### src/rtl/inst_prefetch_queue.sv
// Instruction prefetch queue: assembles serial fetch beats into words, buffers two
// of them for the decoder and feeds the immediate shifter from the head or next word.
module inst_prefetch_queue #(
    parameter int REG_BITS = 8,
    parameter int NSHIFT   = 2
) (
    input  logic                  clk,
    input  logic                  reset,
    input  logic                  flush,
    output logic                  fetch_req,
    input  logic                  fetch_start,
    input  logic                  fetch_data_valid,
    input  logic [NSHIFT-1:0]     fetch_data,
    output logic                  inst_valid,
    output logic [2*REG_BITS-1:0] inst,
    input  logic                  inst_done,
    input  logic                  load_imm16,
    output logic                  imm16_loaded,
    output logic [2*REG_BITS-1:0] imm_full,
    output logic [NSHIFT-1:0]     imm_data_in,
    input  logic                  next_imm_data
);
    localparam int W     = 2 * REG_BITS;
    localparam int BEATS = W / NSHIFT;
    localparam int BW    = (BEATS > 1) ? $clog2(BEATS) : 1;
    localparam logic [BW-1:0] LAST_BEAT = BW'(BEATS - 1);

    // Handshakes: a word transfer begins with fetch_start, which is only legal while
    // fetch_req=1; the head word is offered while inst_valid=1 and retired by inst_done.
    logic [1:0]        r_count;
    logic [W-1:0]      r_e0;
    logic [W-1:0]      r_e1;
    logic [W-1:0]      r_asm;
    logic [BW-1:0]     r_bcnt;
    logic              r_busy;
    logic [W-1:0]      r_imm_sr;
    logic [W-1:0]      r_imm_hold;
    logic              r_loaded;

    logic              w_beat;
    logic              w_push;
    logic              w_pop;
    logic              w_ld;
    logic [W-1:0]      w_word;
    logic [1:0]        w_count_nxt;
    logic [W-1:0]      w_e0_nxt;
    logic [W-1:0]      w_e1_nxt;
    logic              w_new_head;

    assign w_beat = fetch_data_valid && r_busy;
    assign w_push = w_beat && (r_bcnt == LAST_BEAT);
    assign w_word = {fetch_data, r_asm[W-1:NSHIFT]};
    assign w_pop  = inst_done && (r_count != 2'd0);
    // inst_done takes precedence so the word behind the head is never stolen twice
    assign w_ld   = load_imm16 && (r_count == 2'd2) && !r_loaded && !inst_done;

    always_comb begin
        w_count_nxt = r_count;
        w_e0_nxt    = r_e0;
        w_e1_nxt    = r_e1;
        w_new_head  = 1'b0;
        case ({w_push, w_pop})
            2'b10: begin
                if (r_count == 2'd0) begin
                    w_e0_nxt    = w_word;
                    w_count_nxt = 2'd1;
                    w_new_head  = 1'b1;
                end else begin
                    w_e1_nxt    = w_word;
                    w_count_nxt = 2'd2;
                end
            end
            2'b01: begin
                w_e0_nxt    = r_e1;
                w_count_nxt = r_count - 2'd1;
                w_new_head  = (r_count == 2'd2);
            end
            2'b11: begin
                w_new_head = 1'b1;
                if (r_count == 2'd1) begin
                    w_e0_nxt = w_word;
                end else begin
                    w_e0_nxt = r_e1;
                    w_e1_nxt = w_word;
                end
            end
            default: ;
        endcase
        if (w_ld) begin
            w_count_nxt = 2'd1;
        end
    end

    always_ff @(posedge clk or posedge reset) begin
        if (reset) begin
            r_count    <= 2'd0;
            r_e0       <= '0;
            r_e1       <= '0;
            r_asm      <= '0;
            r_bcnt     <= '0;
            r_busy     <= 1'b0;
            r_imm_sr   <= '0;
            r_imm_hold <= '0;
            r_loaded   <= 1'b0;
        end else if (flush) begin
            r_count  <= 2'd0;
            r_busy   <= 1'b0;
            r_bcnt   <= '0;
            r_loaded <= 1'b0;
        end else begin
            r_count  <= w_count_nxt;
            r_e0     <= w_e0_nxt;
            r_e1     <= w_e1_nxt;
            r_loaded <= w_ld;
            if (fetch_start) begin
                r_busy <= 1'b1;
                r_bcnt <= '0;
            end else if (w_beat) begin
                r_asm <= w_word;
                if (w_push) begin
                    r_busy <= 1'b0;
                    r_bcnt <= '0;
                end else begin
                    r_bcnt <= r_bcnt + 1'b1;
                end
            end
            // A fresh head preloads the shifter so short immediates stream from the opcode word
            if (w_new_head) begin
                r_imm_sr   <= w_e0_nxt;
                r_imm_hold <= w_e0_nxt;
            end else if (w_ld) begin
                r_imm_sr   <= r_e1;
                r_imm_hold <= r_e1;
            end else if (next_imm_data) begin
                r_imm_sr <= r_imm_sr >> NSHIFT;
            end
        end
    end

    assign fetch_req    = !r_busy && (r_count != 2'd2);
    assign inst_valid   = (r_count != 2'd0);
    assign inst         = r_e0;
    assign imm16_loaded = r_loaded;
    assign imm_full     = r_imm_hold;
    assign imm_data_in  = r_imm_sr[NSHIFT-1:0];

endmodule

### config.mk
export PLATFORM = sky130hd
export DESIGN_NAME = inst_prefetch_queue
export DESIGN_NICKNAME = d
export VERILOG_FILES = /design/src/rtl/inst_prefetch_queue.sv
export SDC_FILE = /design/constraint.sdc
export NUM_CORES = 1
export LEC_CHECK = 0
export CAP_MARGIN = 20
export CORE_UTILIZATION = 48
export DETAILED_ROUTE_END_ITERATION = 16
export PLACE_DENSITY = 0.81
export SETUP_SLACK_MARGIN = 0.15
export SLEW_MARGIN = 25
export SYNTH_ARGS = -nofsm -noshare
export SYNTH_HDL_FRONTEND = slang
export SYNTH_SLANG_ARGS = --single-unit
### constraint.sdc
create_clock -name clk -period 5 [get_ports clk]
set_input_delay 0.5 -clock clk [delete_from_list [all_inputs] [get_ports clk]]
set_output_delay 0.5 -clock clk [all_outputs]
set_load 0.05 [all_outputs]
==> run_results.csv <==
group,metric,value,unit
clocking,cts_buffer_depth,2,
logic_synthesis,synth_edf_count,0,
clocking,clk_latency,0.35,ns
setup_path,crit_fanout,16,
place,placed_area,0.004806,sq mm
sta,period_share,67.39,%
floorplan,die_h,96.90,um
sta,hold_violations,0,
setup_path,crit_family,"compound AO/OA/AOI/OAI gates",
setup_path,cp_num_cells,10,
finish,final_common_cell,"dfrtp_1",
setup_path,cpMaxStageDelayCell,"a211oi_4",
setup_path,endpoint_kind,"register",
floorplan,die_area,0.009390,sq mm
status,status,"finished clean",
job,drv_cap,0,
sta,min_period,3.369,ns
setup_path,critPathMostFrequentCell,"inv_1",
finish,antenna_cells,0,
floorplan,start_util,49.57,%
clocking,postCtsHoldBufs,0,
setup_path,cp.required,5.29,ns
sta,clock.fmax,0.2968,GHz
clocking,cts_root_buf,"clkbuf_8",
setup_path,worst_setup_path_start_kind,"register",
clocking,cts_max_level,3,
finish,final_cell_mix,"85 x dfrtp_1, 46 x clkdlybuf4s50_1, 35 x o21ai_0, 32 x mux2_2, 25 x a21oi_1",
sta,finalMaxSlewViolations,0,
place,portBuffers,46,
logic_synthesis,syn_area,0.004323,sq mm
setup_path,crit_chain,"inv_1 > ha_1 > inv_1 > nand2_1 > inv_1 > ha_1 > a221o_1 > a211oi_4 > or2_1 > a22o_1",
clocking,cts_made_buffers,9,
place,hpwlAfterDp,7626,um
min_path,hold_depth,1,
finish,nNetsFinal,457,
route,vias_per_cell,6.284,
finish,area_delta_synth_final,15.31,%
setup_path,reg2reg_depth,10,
finish,final_util,57.16,%
finish,drive_gt1_share,13.83,%
logic_synthesis,yosys_register_bits,85,
grt,grt.overflow.total,0,
clocking,tritoncts,"done",
finish,register_area,0.002127,sq mm
logic_synthesis,synthArstFlopShare,100.0,%
setup_path,path_buf_inv,3,
sta,worst_pin_slew,0.9845,ns
place,gp_congestion,0.9203,
power_and_ir_drop,power.leakage,2.144,nW
logic_synthesis,synth.net_count,425,
route,drcViolationCount,0,
logic_synthesis,synth_cell_types,41,
logic_synthesis,ys_warn_count,0,
sta,setup_tns,0,ns
power_and_ir_drop,ir_drop,0.1750,mV
floorplan,coreArea,0.008721,sq mm
finish,multi_input_area,0.002038,sq mm
grt,antenna_found_initial,0,
route,vias,3450,
finish,fill_cells,711,
logic_synthesis,synth_ff_type,"dfrtp_1",
logic_synthesis,ys_seq_area_share,49.20,%
floorplan,die_w,96.90,um
grt,grt_max_degree,61,
clocking,cts_resized,0,
sta,setup_viol,0,
route,dr.pass1.iters,5,
min_path,hp-class,"register to register",
grt,grtUsageTotal,23.97,%
sta,slew_headroom,34.01,%
setup_path,crit_type,"register to register",
sta,hold-worst-slack,0.5143,ns
floorplan,ios,47,
sta,skew,0.005855,ns
finish,fin_cells,549,
route,antenna_left,0,
place,place_ws,1.496,ns
clocking,postCtsSetupRepairBufs,0,
floorplan,row_count,34,
logic_synthesis,avgSynthCellArea,10.67,sq um
clocking,cts_sinks,85,
sta,rsz0062_at_grt,"false",
sta,worst_slack,1.631,ns
route,wl_per_cell,19.74,um
grt,grt_pass1_wl,17720,um
power_and_ir_drop,power_density,264.9,mW/mm^2
setup_path,arrival,3.66,ns
setup_path,worst_path_largest_cell_delay,0.68,ns
route,drt_iter0_markers,318,
logic_synthesis,syn-instance-count,405,
clocking,clk_pin_slew,0.08,ns
power_and_ir_drop,p_total,1.320,mW
finish,fin_area,0.004985,sq mm
grt,grt_pass1_vias,3354,
route,wl,10840,um
place,dp_cells,534,
layer usage:
layer | GRT usage, % | vias up | routed length [um]
li1 | - | 1565 | -
met1 | 36.38 | 1756 | 5166
met2 | 35.05 | 114 | 4889
met3 | 3.829 | 15 | 642
met4 | 7.692 | 0 | 139
met5 | 0 | - | 0
path summary, 6_finish.rpt:
kind / startpoint / slack (ns) / endpoint
min in group asynchronous: reset / 0.57 / imm16_loaded$_DFF_PP0_
worst min register to register: r_imm_sr[7]$_DFFE_PP0P_ / 0.51 / r_imm_sr[7]$_DFFE_PP0P_
max in group asynchronous: reset / 3.42 / imm_full[13]$_DFFE_PP0P_
worst max-delay path: r_count[0]$_DFFE_PP0P_ / 1.63 / r_imm_sr[9]$_DFFE_PP0P_
worst min-delay path: r_imm_sr[7]$_DFFE_PP0P_ / 0.51 / r_imm_sr[7]$_DFFE_PP0P_
worst max register to register: r_count[0]$_DFFE_PP0P_ / 1.63 / r_imm_sr[9]$_DFFE_PP0P_
state kept, by name (all words and copies together), names as in the netlist:
register / count
r_busy: 1
inst: 16
r_imm_sr: 16
imm16_loaded: 1
r_count: 2
r_bcnt: 3
r_e1: 16
imm_full: 16
r_asm: 14
cell usage after synthesis (5+ instances only):
| library cell | instances | area (sq um) |
|---|---|---|
| ha_1 | 10 | 125.1 |
| o211ai_1 | 13 | 97.59 |
| a211oi_1 | 14 | 105.1 |
| and2_1 | 12 | 75.07 |
| inv_1 | 7 | 26.28 |
| a22oi_1 | 12 | 90.09 |
| nor2_1 | 24 | 90.09 |
| mux2_2 | 32 | 360.4 |
| dfrtp_1 | 85 | 2127 |
| nand3b_1 | 12 | 90.09 |
| nand3_1 | 15 | 75.07 |
| o21ai_0 | 35 | 175.2 |
| clkbuf_1 | 16 | 60.06 |
| nand2_1 | 13 | 48.80 |
| mux2i_1 | 15 | 150.1 |
| a21oi_1 | 26 | 130.1 |
| buf_2 | 5 | 25.02 |
| a22o_1 | 13 | 113.9 |
| nor3_1 | 6 | 30.03 |
kinds of logic after synthesis:
logic type	count (synthesis)	synth area share, %
flip-flops	85	49.20
adder cells (fa/ha/maj)	10	2.894
AND/OR/NAND/NOR	99	12.42
multiplexers	47	11.81
buffers and inverters	36	4.168
AO/OA/AOI/OAI	128	19.51
worst reg2reg max path, cell delays in order, from the launching register on:
cell	delay, ns
dfrtp_1	0.41
inv_1	0.09
ha_1	0.29
inv_1	0.11
nand2_1	0.14
inv_1	0.10
ha_1	0.26
a221o_1	0.43
a211oi_4	0.68
or2_1	0.55
a22o_1	0.24
where the power goes:
part           switching [mW]  leakage, nW  internal (mW)
clock                   0.237       0.0812          0.190
combinational          0.0649        0.900         0.0602
sequential             0.0384         1.16          0.730
total                   0.340         2.14          0.980
cell type report:
type | instances | share of cell area, %
sequential | 85 | 42.67
inverter | 7 | 0.5522
timing repair buffer | 50 | 9.839
clock inverter | 4 | 0.5020
tap | 108 | 2.711
multi-input combinational | 284 | 40.89
clock buffer | 11 | 2.836
Power figures use the tool's default switching activity.
